`config.mk`:
```
export PLATFORM = sky130hd
export DESIGN_NAME = vx_ag_tcu_uop_arb
export DESIGN_NICKNAME = d
export VERILOG_FILES = /design/src/rtl/vx_ag_tcu_uop_arb.sv
export SDC_FILE = /design/constraint.sdc
export NUM_CORES = 1
export LEC_CHECK = 0
export CAP_MARGIN = 20
export CORE_AREA = 2 2 379 381
export DETAILED_ROUTE_END_ITERATION = 16
export DIE_AREA = 0 0 381 383
export GPL_TIMING_DRIVEN = 0
export SYNTH_ARGS = -nofsm -noshare
export SYNTH_HDL_FRONTEND = slang
export SYNTH_SLANG_ARGS = --single-unit
```
`constraint.sdc`:
```
create_clock -name clk -period 3.5 [get_ports clk]
set_input_delay 0.7 -clock clk [delete_from_list [all_inputs] [get_ports clk]]
set_output_delay 0.7 -clock clk [all_outputs]
set_load 0.02 [all_outputs]
```
`src/rtl/vx_ag_tcu_uop_arb.sv`:
```
// Round-robin issue arbiter for the shared AG-TCU uop expander.
// Plain heads pass through combinationally; macros are popped, held and expanded by the sequencer.
module vx_ag_tcu_uop_arb #(
    parameter int NUM_REQS  = 4,
    parameter int DATA_W    = 128,
    parameter int REQ_SEL_W = (NUM_REQS > 1) ? $clog2(NUM_REQS) : 1
) (
    input  logic                       clk,
    input  logic                       reset,
    input  logic [NUM_REQS-1:0]        req_valid,
    input  logic [NUM_REQS-1:0]        req_uop,
    input  logic [NUM_REQS*DATA_W-1:0] req_data,
    output logic [NUM_REQS-1:0]        req_ready,
    output logic                       out_valid,
    output logic [DATA_W-1:0]          out_data,
    output logic [REQ_SEL_W-1:0]       out_sel,
    input  logic                       out_ready,
    output logic                       seq_start,
    output logic                       seq_next,
    input  logic                       seq_done,
    output logic [DATA_W-1:0]          seq_data_in,
    input  logic [DATA_W-1:0]          seq_data_out,
    output logic                       busy,
    output logic [31:0]                perf_macros,
    output logic [31:0]                perf_uops
);

    // Handshakes: a transfer on the output side happens when out_valid && out_ready.
    // Plain pops are req_ready[sel] = out_ready; macro pops are unconditional in the start cycle.

    typedef enum logic {
        ST_IDLE   = 1'b0,
        ST_EXPAND = 1'b1
    } state_t;

    state_t                state_q, state_d;
    logic [REQ_SEL_W-1:0]  rr_ptr_q;
    logic [REQ_SEL_W-1:0]  owner_q;
    logic [DATA_W-1:0]     hold_q;
    logic [31:0]           perf_macros_q;
    logic [31:0]           perf_uops_q;

    logic                  found;
    logic [REQ_SEL_W-1:0]  sel;
    logic                  macro_pop;
    logic                  plain_hs;
    logic                  uop_hs;

    // First valid requester strictly after rr_ptr, wrapping around.
    always_comb begin
        int idx;
        found = 1'b0;
        sel   = '0;
        idx   = 0;
        for (int k = 0; k < NUM_REQS; k++) begin
            idx = int'(rr_ptr_q) + 1 + k;
            if (idx >= NUM_REQS) idx = idx - NUM_REQS;
            if (!found && req_valid[REQ_SEL_W'(idx)]) begin
                found = 1'b1;
                sel   = REQ_SEL_W'(idx);
            end
        end
    end

    always_comb begin
        state_d   = state_q;
        req_ready = '0;
        out_valid = 1'b0;
        out_data  = '0;
        out_sel   = '0;
        seq_start = 1'b0;
        seq_next  = 1'b0;
        macro_pop = 1'b0;
        plain_hs  = 1'b0;
        uop_hs    = 1'b0;
        case (state_q)
            ST_IDLE: begin
                if (found) begin
                    if (req_uop[sel]) begin
                        seq_start      = 1'b1;
                        req_ready[sel] = 1'b1;
                        macro_pop      = 1'b1;
                        state_d        = ST_EXPAND;
                    end else begin
                        out_valid      = 1'b1;
                        out_data       = req_data[sel*DATA_W +: DATA_W];
                        out_sel        = sel;
                        req_ready[sel] = out_ready;
                        plain_hs       = out_ready;
                    end
                end
            end
            ST_EXPAND: begin
                out_valid = 1'b1;
                out_data  = seq_data_out;
                out_sel   = owner_q;
                seq_next  = out_ready;
                uop_hs    = out_ready;
                if (out_ready && seq_done) state_d = ST_IDLE;
            end
            default: state_d = ST_IDLE;
        endcase
    end

    always_ff @(posedge clk) begin
        if (reset) begin
            state_q       <= ST_IDLE;
            rr_ptr_q      <= REQ_SEL_W'(NUM_REQS - 1);
            owner_q       <= '0;
            hold_q        <= '0;
            perf_macros_q <= '0;
            perf_uops_q   <= '0;
        end else begin
            state_q <= state_d;
            if (macro_pop) begin
                hold_q        <= req_data[sel*DATA_W +: DATA_W];
                owner_q       <= sel;
                rr_ptr_q      <= sel;
                perf_macros_q <= perf_macros_q + 32'd1;
            end else if (plain_hs) begin
                rr_ptr_q <= sel;
            end
            if (uop_hs) perf_uops_q <= perf_uops_q + 32'd1;
        end
    end

    assign seq_data_in = hold_q;
    assign busy        = (state_q == ST_EXPAND);
    assign perf_macros = perf_macros_q;
    assign perf_uops   = perf_uops_q;

endmodule

```
Yosys cells after proc, flatten, opt, wreduce, memory -nomap -nowiden
Cells that the tools add are included.
{"block": "word_totals", "inputBits": 652, "memories": 0, "elab_cells": 89, "regBits": 197, "mem_bits_rw": 0, "rom_bits": 0, "latchBits": 0}
{"block": "classes", "eq_ne": 0, "mux": 51, "magnitude_cmp": 10, "add_sub_neg": 10, "bitwise": 2, "div_mod_pow": 0, "reduce_logical": 9, "shifts": 1, "mul": 0}
{"cell": "512-bit by 10-bit indexed part select with 128-bit output", "n": 1}
{"cell": "128-bit 2-to-1 mux", "n": 2}
{"cell": "128-bit one-hot mux with 2 select lines", "n": 1}
{"cell": "32-bit by 1-bit adder with 32-bit output (second input constant)", "n": 2}
{"cell": "1-bit 2-to-1 mux", "n": 24}
{"cell": "2-bit 2-to-1 mux", "n": 12}
{"cell": "2-bit by 4-bit < comparator with 1-bit output (second input constant)", "n": 4}
{"cell": "4-bit by 3-bit greater-or-equal comparator with 1-bit output (second input constant)", "n": 3}
{"cell": "4-bit 2-to-1 mux", "n": 3}
{"cell": "1-bit binary-select mux with 2-bit select", "n": 5}
{"cell": "3-bit by 2-bit adder with 4-bit output (second input constant)", "n": 2}
{"cell": "2-bit by 1-bit subtractor with 2-bit output (second input constant)", "n": 4}
{"cell": "1-bit logical AND", "n": 5}
{"cell": "3-bit by 1-bit adder with 4-bit output (second input constant)", "n": 1}
{"cell": "4-bit bitwise AND", "n": 1}
{"cell": "1-bit one-hot mux with 2 select lines", "n": 2}
{"cell": "2-bit one-hot mux with 2 select lines", "n": 1}
{"cell": "2-bit by 1-bit adder with 3-bit output (second input constant)", "n": 1}
{"cell": "3-bit greater-or-equal comparator (second input constant)", "n": 1}
{"cell": "1-bit logical NOT", "n": 3}
{"cell": "2-bit by 3-bit < comparator with 1-bit output (second input constant)", "n": 1}
{"cell": "1-bit demux with 2-bit select", "n": 1}
{"cell": "2-bit by 1-bit greater-or-equal comparator with 1-bit output (second input constant)", "n": 1}
{"cell": "2-bit nonzero test", "n": 1}
{"cell": "1-bit NOT", "n": 1}

Longest topological paths before layout
Gate-level depths: netlist (run 1).
{"block": "logic_depth", "depth_word": 24, "mapped_depth": 9, "mapped_depth_nobuf": 6}

Worst setup path after synthesis (run 1)
Ideal clock, no wire load.
{"block": "synth_timing", "path_type": "input to output", "from": "in req_valid[2]", "to": "out req_ready[1]", "path_slack_ps": 120, "arrival_ps": 2680, "path_stages": 6, "t_required_ps": 2800, "cell_sequence": "nand2b_1 -> a21oi_1 -> nor3_2 -> buf_4 -> buf_4 -> a2111oi_0"}
{"block": "synth_via", "elab_chain_len": 21}
{"element": "start: declaration", "line": "10", "source": "input logic [NUM_REQS-1:0] req_valid,"}
{"element": "1-bit binary-select mux with 2-bit select", "line": "58", "source": "if (!found && req_valid[REQ_SEL_W'(idx)]) begin"}
{"element": "1-bit 2-to-1 mux (not written as such) (2 in a row)", "line": "58"}
{"element": "1-bit 2-to-1 mux", "line": "58"}
{"element": "1-bit logical NOT", "line": "58"}
{"element": "1-bit logical AND", "line": "58"}
{"element": "1-bit 2-to-1 mux", "line": "58"}
{"element": "1-bit logical NOT", "line": "58"}
{"element": "1-bit logical AND", "line": "58"}
{"element": "[4 not listed]"}
{"element": "2-bit by 3-bit < comparator with 1-bit output (not written as such) / 2-bit by 1-bit greater-or-equal comparator with 1-bit output (equally long branches)", "line": "81, 88"}
{"element": "1-bit logical AND (not written as such)", "line": "81, 88"}
{"element": "1-bit 2-to-1 mux (not written as such)", "line": "81, 88"}
{"element": "1-bit demux with 2-bit select", "line": "81, 88"}
{"element": "4-bit bitwise AND (no line)"}
{"element": "4-bit 2-to-1 mux", "line": "79", "source": "if (req_uop[sel]) begin"}
{"element": "4-bit 2-to-1 mux (*)", "line": "78", "source": "if (found) begin"}
{"element": "4-bit 2-to-1 mux (*)", "line": "76", "source": "case (state_q)"}
{"element": "end: declaration", "line": "13", "source": "output logic [NUM_REQS-1:0] req_ready,"}
Every way passes the cells marked *; elsewhere a longest branch is shown, timed or not. The select of a mux whose other input is x is not followed.

Final worst setup path (run 1)
{"block": "layout_timing", "from": "in req_valid[1]", "to": "out out_data[106]"}
{"block": "layout_via", "elab_chain_len": 18}
{"element": "parallel branches: the longest is 16 deep, another holds 1-bit binary-select mux with 2-bit select"}
{"element": "128-bit 2-to-1 mux (*)", "line": "78"}
{"element": "128-bit one-hot mux with 2 select lines (*)", "line": "76"}
{"element": "end: declaration", "line": "15", "source": "output logic [DATA_W-1:0] out_data,"}
Mark *: on every way between the ends. The select of a mux whose other input is x is not followed.

==> results.sh, run 1 <==
export IMPL_start_util_pct=9.44
export IMPL_core_area_sq_um=142000
export IMPL_avgViaCountPerCell=4.22
export IMPL_clock_tree_root_cell="clkbuf_16"
export IMPL_routed_wl_mm=153
export IMPL_n_fill_cell=15800
export IMPL_grt_max_degree=22
export IMPL_pwr_density_cell_nw_per_um2=612
export IMPL_io_buffer_count=980
export IMPL_dp_hpwl_mm=133
export IMPL_synth_edf_count=0
export IMPL_end_kind="primary output"
export IMPL_clkLatencyLatePin_ps=540
export IMPL_layout_setup_ws_ps=-312
export IMPL_clk_pin_slew_worst_paths_ps=90
export IMPL_cp_required_ps=2800
export IMPL_wire_per_inst_um=34.3
export IMPL_cp_slowest_stage_delay_ps=610
export IMPL_violations="negative setup slack"
export IMPL_async_flop_share_pct=0
export IMPL_worstMarginPinSlew_ps=882
export IMPL_area_delta_synth_final_pct=114
export IMPL_crit_slowest_cell="mux4_2"
export IMPL_synth_fp_nets=2027
export IMPL_grt_pass1_wl_mm=189
export IMPL_finalHoldViolations=0
export IMPL_drt_iter0_markers=1639
export IMPL_hp_class="reg -> reg"
export IMPL_rsz0062_at_grt="true"
export IMPL_final_cells=4470
export IMPL_ys_warn_count=0
export IMPL_cts_sinks=197
export IMPL_status="complete, but fails checks"
export IMPL_slew_viol_final=0
export IMPL_place_gp_congestion=1.01
export IMPL_leakage_uw=0.0104
export IMPL_synth_cell_types=49
export IMPL_placementRows=139
export IMPL_postRouteAntennaNets=0
export IMPL_cts_tree="yes"
export IMPL_cp_arrival_ps=3110
export IMPL_drtPass1Iterations=7
export IMPL_finalNetCount=3166
export IMPL_synth_ff_type="dfxtp_1"
export IMPL_cp_start_kind="input pin"
export IMPL_syn_inst=1373
export IMPL_ir_drop_mv=0.428
export IMPL_boundaryPins=982
export IMPL_grt_usage_pct=20.0
export IMPL_critPathMaxFanout=8
export IMPL_cts_buffer_depth=2
export IMPL_drive_gt1_share_pct=23.5
export IMPL_period_minus_slack_ps=3810
export IMPL_grt_pass1_vias=18000
export IMPL_numCtsBuffers=17
export IMPL_setup_viol=131
export IMPL_post_route_util_pct=20.2
export IMPL_finClkSkew_ps=10.8
export IMPL_synth_seq_area_share_pct=29.4
export IMPL_place_ws_ps=-2560
export IMPL_antenna_found_initial=103
export IMPL_synth_cell_area_sq_um=13400
export IMPL_critPathKind="in -> out"
export IMPL_fin_setup_tns_ps=-25490
export IMPL_ys_seq_elements=197
export IMPL_slew_headroom_pct=41.2
export IMPL_dp_cells=4264
export IMPL_hold_slack_ps=473
export IMPL_cp_cell_sequence="clkbuf_4, nor2b_4, o21a_4, nor3_4, buf_6, buf_16, buf_12, buf_12, mux4_2, a22o_1, buf_6"
export IMPL_fmax_mhz=262
export IMPL_die_area_sq_um=146000
export IMPL_grt_overflow=0
export IMPL_die_w_um=381
export IMPL_period_share_pct=109
export IMPL_drc=0
export IMPL_syn_area_per_cell_sq_um=9.78
export IMPL_cap_violations=0
export IMPL_num_vias=18900
export IMPL_die_h_um=383
export IMPL_cts_max_level=4
## cell type report
class	instances	area [sq um]	area share, %
multi-input combinational	993	8990	31.3
sequential	197	3950	13.8
tap	1903	2380	8.29
antenna	42	105	0.366
inverter	2	7.51	0.0261
clock buffer	17	425	1.48
buffer	176	1260	4.38
timing repair buffer	1125	11400	39.7
clock inverter	15	185	0.645
## cells in the final DEF (no fill, tap or decap), types with 26 or more instances in the layout
cell type | netlist | layout
buf_12 | 0 | 28
clkbuf_1 | 92 | 80
buf_4 | 31 | 125
buf_6 | 0 | 126
a22o_1 | 128 | 106
mux4_2 | 128 | 128
a21oi_1 | 138 | 137
nand4_1 | 161 | 161
clkdlybuf4s50_1 | 0 | 840
nor2b_1 | 31 | 30
diode_2 | 0 | 42
nor2_1 | 78 | 75
o31ai_1 | 133 | 132
buf_2 | 47 | 44
clkbuf_16 | 0 | 26
dfxtp_1 | 197 | 195
## critical path, delay by kind of cell
family / cells / cell delay [ps]
AND/OR/NAND/NOR: 2 / 260
buffers and inverters: 6 / 1000
AO/OA/AOI/OAI: 2 / 480
multiplexers: 1 / 610
## logic make-up (layout without fill, tap and decap cells)
group | count (synthesis) | count (layout) | synth area share (%)
AOI/OAI and AO/OA | 423 | 423 | 22.2
DFF | 197 | 197 | 29.4
buffers and inverters | 183 | 1335 | 6.42
and+or+nand+nor | 379 | 379 | 15.8
muxes | 160 | 160 | 24.1
xor gates and xnor gates | 29 | 29 | 1.89
other | 0 | 42 | 0
adders and majority gates | 2 | 2 | 0.186
## flip-flops by register name, indices dropped and copies added (netlist names)
name,flops
rr_ptr_q,2
seq_data_in,128
busy,1
owner_q,2
perf_uops,32
perf_macros,32
## final timing paths
path / from / end / slack, ps / cells after the start
worst max-delay path: req_valid[1] / out_data[106] / -310 / 11
worst min-delay path: seq_data_in[27] / seq_data_in[27] / 470 / 2
worst max register to register: rr_ptr_q[0] / perf_macros[1] / 720 / 9
worst min register to register: seq_data_in[27] / seq_data_in[27] / 470 / 2
## Yosys cell counts (3+ instances only)
| library cell | instances | share of area, % |
|---|---|---|
| a21oi_1 | 138 | 5.1 |
| a22o_1 | 128 | 8.3 |
| and2_1 | 4 | 0.19 |
| and3_1 | 10 | 0.47 |
| and4_1 | 8 | 0.52 |
| buf_1 | 11 | 0.31 |
| buf_2 | 47 | 1.8 |
| buf_4 | 31 | 1.7 |
| clkbuf_1 | 92 | 2.6 |
| dfxtp_1 | 197 | 29 |
| mux2_1 | 15 | 1.3 |
| mux2_2 | 15 | 1.3 |
| mux4_2 | 128 | 21 |
| nand2_1 | 22 | 0.62 |
| nand3_1 | 20 | 0.75 |
| nand4_1 | 161 | 7.5 |
| nor2_1 | 78 | 2.2 |
| nor2b_1 | 31 | 1.4 |
| nor3_1 | 19 | 0.71 |
| nor4_1 | 11 | 0.51 |
| o21ai_0 | 7 | 0.26 |
| o31ai_1 | 133 | 7.4 |
| or3_1 | 3 | 0.14 |
| xnor2_1 | 9 | 0.59 |
| xor2_1 | 20 | 1.3 |
## repair_timing
item	CTS	global route
setup endpoints to repair	248	136
hold buffers	0	0
gates resized for setup	905	159
pin swaps	26	62
setup buffers	66	59
gates cloned	7	8
## power breakdown
part | total (uW) | switching (uW) | internal [uW]
combinational | 12400 | 7060 | 5390
clock | 2230 | 1260 | 971
sequential | 2900 | 268 | 2630
## per-layer routing
metal | track usage (%) | wire length (um)
met4 | 9.54 | 6590
met1 | 24.6 | 61400
met5 | 0 | 103
met2 | 31.3 | 69600
met3 | 6.80 | 15400
## per-stage QoR
step | area (sq um) | total power [uW]
floorplan | 13400 | 7620
global placement | 25600 | 13600
detailed placement | 25700 | 13600
CTS | 27500 | 16800
global route | 28700 | 18200
finish | 28700 | 17600
Note: power is estimated with default switching activity, not from simulation.
==> inputs of run 2 (changes only) <==
Settings changed: PLACE_DENSITY set to 0.36.
==> run 2 against run 1 <==
Against the previous run:
- clock skew up 2.8 ps
- via count down 2.5%
- sequential share of layout area down 0.49 points
- cell count up 1.4%
- hold slack worse by 3.2 ps
- the run still ends with negative setup slack left
- design area up 3.7%
- clock power up 2%
==> results.sh, run 2 (synthesis results as in run 1) <==
export IMPL_io_buffer_count=980
export IMPL_grt_max_degree=20
export IMPL_wire_per_inst_um=31.6
export IMPL_slew_viol_final=0
export IMPL_r2r_slack_ps=640
export IMPL_dp_cells=4262
export IMPL_hp_class="reg -> reg"
export IMPL_holdBufCountCts=0
export IMPL_grt_util_met1_pct=24.1
export IMPL_drive_gt1_share_pct=26.4
export IMPL_end_kind="primary output"
export IMPL_start_util_pct=9.44
export IMPL_final_cells=4534
export IMPL_mostFrequentLayoutCells="clkdlybuf4s50_1, dfxtp_1, buf_6, nand4_1, buf_4"
export IMPL_cp_start_kind="input pin"
export IMPL_die_w_um=381
export IMPL_layout_setup_ws_ps=-341
export IMPL_boundaryPins=982
export IMPL_reg2reg_from="rr_ptr_q[0]"
export IMPL_drtPass1Iterations=5
export IMPL_clkLatencyLatePin_ps=530
export IMPL_slew_headroom_pct=42.4
export IMPL_die_area_sq_um=146000
export IMPL_core_area_sq_um=142000
export IMPL_final_common_cell="clkdlybuf4s50_1"
export IMPL_critPathKind="in -> out"
export IMPL_num_vias=18400
export IMPL_place_ws_ps=-2500
export IMPL_fin_setup_tns_ps=-25950
export IMPL_antenna_found_initial=58
export IMPL_numCtsBuffers=17
export IMPL_period_minus_slack_ps=3840
export IMPL_grt_use_met2_pct=31.7
export IMPL_ir_drop_mv=0.232
export IMPL_finalHoldViolations=0
export IMPL_fmax_mhz=260
export IMPL_routed_wl_mm=143
export IMPL_use_met3_pct=4.76
export IMPL_worstHoldEndpoint="seq_data_in[53]"
export IMPL_worstMarginPinSlew_ps=864
export IMPL_period_share_pct=110
export IMPL_status="complete, but fails checks"
export IMPL_min_path_cells=2
export IMPL_area_delta_synth_final_pct=122
export IMPL_cap_violations=0
export IMPL_clk_pin_slew_worst_paths_ps=80
export IMPL_clock_tree_root_cell="clkbuf_16"
export IMPL_violations="negative setup slack"
export IMPL_finalNetCount=3251
export IMPL_pwr_density_cell_nw_per_um2=615
export IMPL_cp_required_ps=2800
export IMPL_grt_busiest_layer="met2"
export IMPL_cts_buffer_depth=2
export IMPL_cts_max_level=4
export IMPL_grt_pass1_wl_mm=183
export IMPL_drc=0
export IMPL_setup_viol=128
export IMPL_finClkSkew_ps=13.6
export IMPL_drt_iter0_markers=1167
export IMPL_cp_arrival_ps=3140
export IMPL_cts_sinks=197
export IMPL_largest_reg_flops=128
export IMPL_avgViaCountPerCell=4.05
export IMPL_dp_hpwl_mm=121
export IMPL_rsz0062_at_grt="true"
export IMPL_cts_tree="yes"
export IMPL_r2r_cells=12
export IMPL_die_h_um=383
export IMPL_placementRows=139
export IMPL_min_delay_start="seq_data_in[53]"
export IMPL_leakage_uw=0.0110
export IMPL_r2r_end="seq_data_in[99]"
export IMPL_grt_usage_pct=18.9
export IMPL_place_gp_congestion=0.883
export IMPL_postRouteAntennaNets=0
export IMPL_grt_pass1_vias=18400
export IMPL_critPathMaxFanout=6
export IMPL_grt_overflow=0
-- run 2: final cells by class --
| cell class | instances | area [sq um] |
|---|---|---|
| Multi-Input combinational cell | 993 | 9100 |
| Fill cell | 15800 | 112000 |
| Clock inverter | 12 | 166 |
| Timing Repair Buffer | 1224 | 12600 |
| Inverter | 2 | 7.51 |
| Clock buffer | 19 | 433 |
| Buffer | 162 | 1060 |
| Antenna cell | 22 | 55.1 |
| Sequential cell | 197 | 3950 |
| Tap cell | 1903 | 2380 |
-- run 2: stage by stage --
step / instance area [sq um] / hold WS, ps / util (%) / total power, uW
floorplan: 13400 / 463 / - / 7620
global placement: 25600 / 456 / 18.0 / 13500
detailed placement: 25700 / 459 / 18.1 / 13500
CTS: 29000 / 470 / 20.4 / 18100
global route: 29700 / 485 / 20.9 / 19100
finish: 29800 / 470 / 20.9 / 18300
-- run 2: power breakdown --
part | internal (uW) | total, uW | switching [uW] | leakage, uW
logic | 6060 | 13100 | 7060 | 0.00905
registers | 2630 | 2910 | 282 | 0.00161
clock network | 1140 | 2280 | 1140 | 0.000297
-- run 2: repair_timing --
action | in CTS | in global routing
gates resized for setup | 1096 | 131
endpoints found under the setup margin | 271 | 133
hold endpoints to repair | 0 | 0
buffers inserted | 155 | 82
pin swaps | 49 | 77
gates cloned | 10 | 7
-- run 2: worst max-delay path by stage --
| stage | startpoint | end | cells past startpoint |
|---|---|---|---|
| after global routing | rr_ptr_q[0] | out_data[38] | 11 |
| after CTS | rr_ptr_q[0] | out_data[124] | 13 |
| after detailed placement | req_valid[3] | out_data[124] | 9 |
| after global placement | req_valid[3] | out_sel[1] | 8 |
| after floorplan | req_valid[2] | req_ready[1] | 6 |
| final | req_valid[1] | out_data[123] | 12 |
-- run 2: per-layer routing --
layer / vias up / routed length, um
met3: 126 / 10300
met2: 874 / 68700
li1: 8043 / -
met5: - / 37
met4: 6 / 3200
met1: 9332 / 61200
-- run 2: worst max-delay path, cell delays in order --
cell,delay (ps)
buf_4,150
nor2b_4,150
o21a_4,250
nor3_4,180
buf_8,150
buf_12,110
buf_12,110
buf_12,130
buf_6,100
mux4_2,640
a22o_1,290
buf_6,170
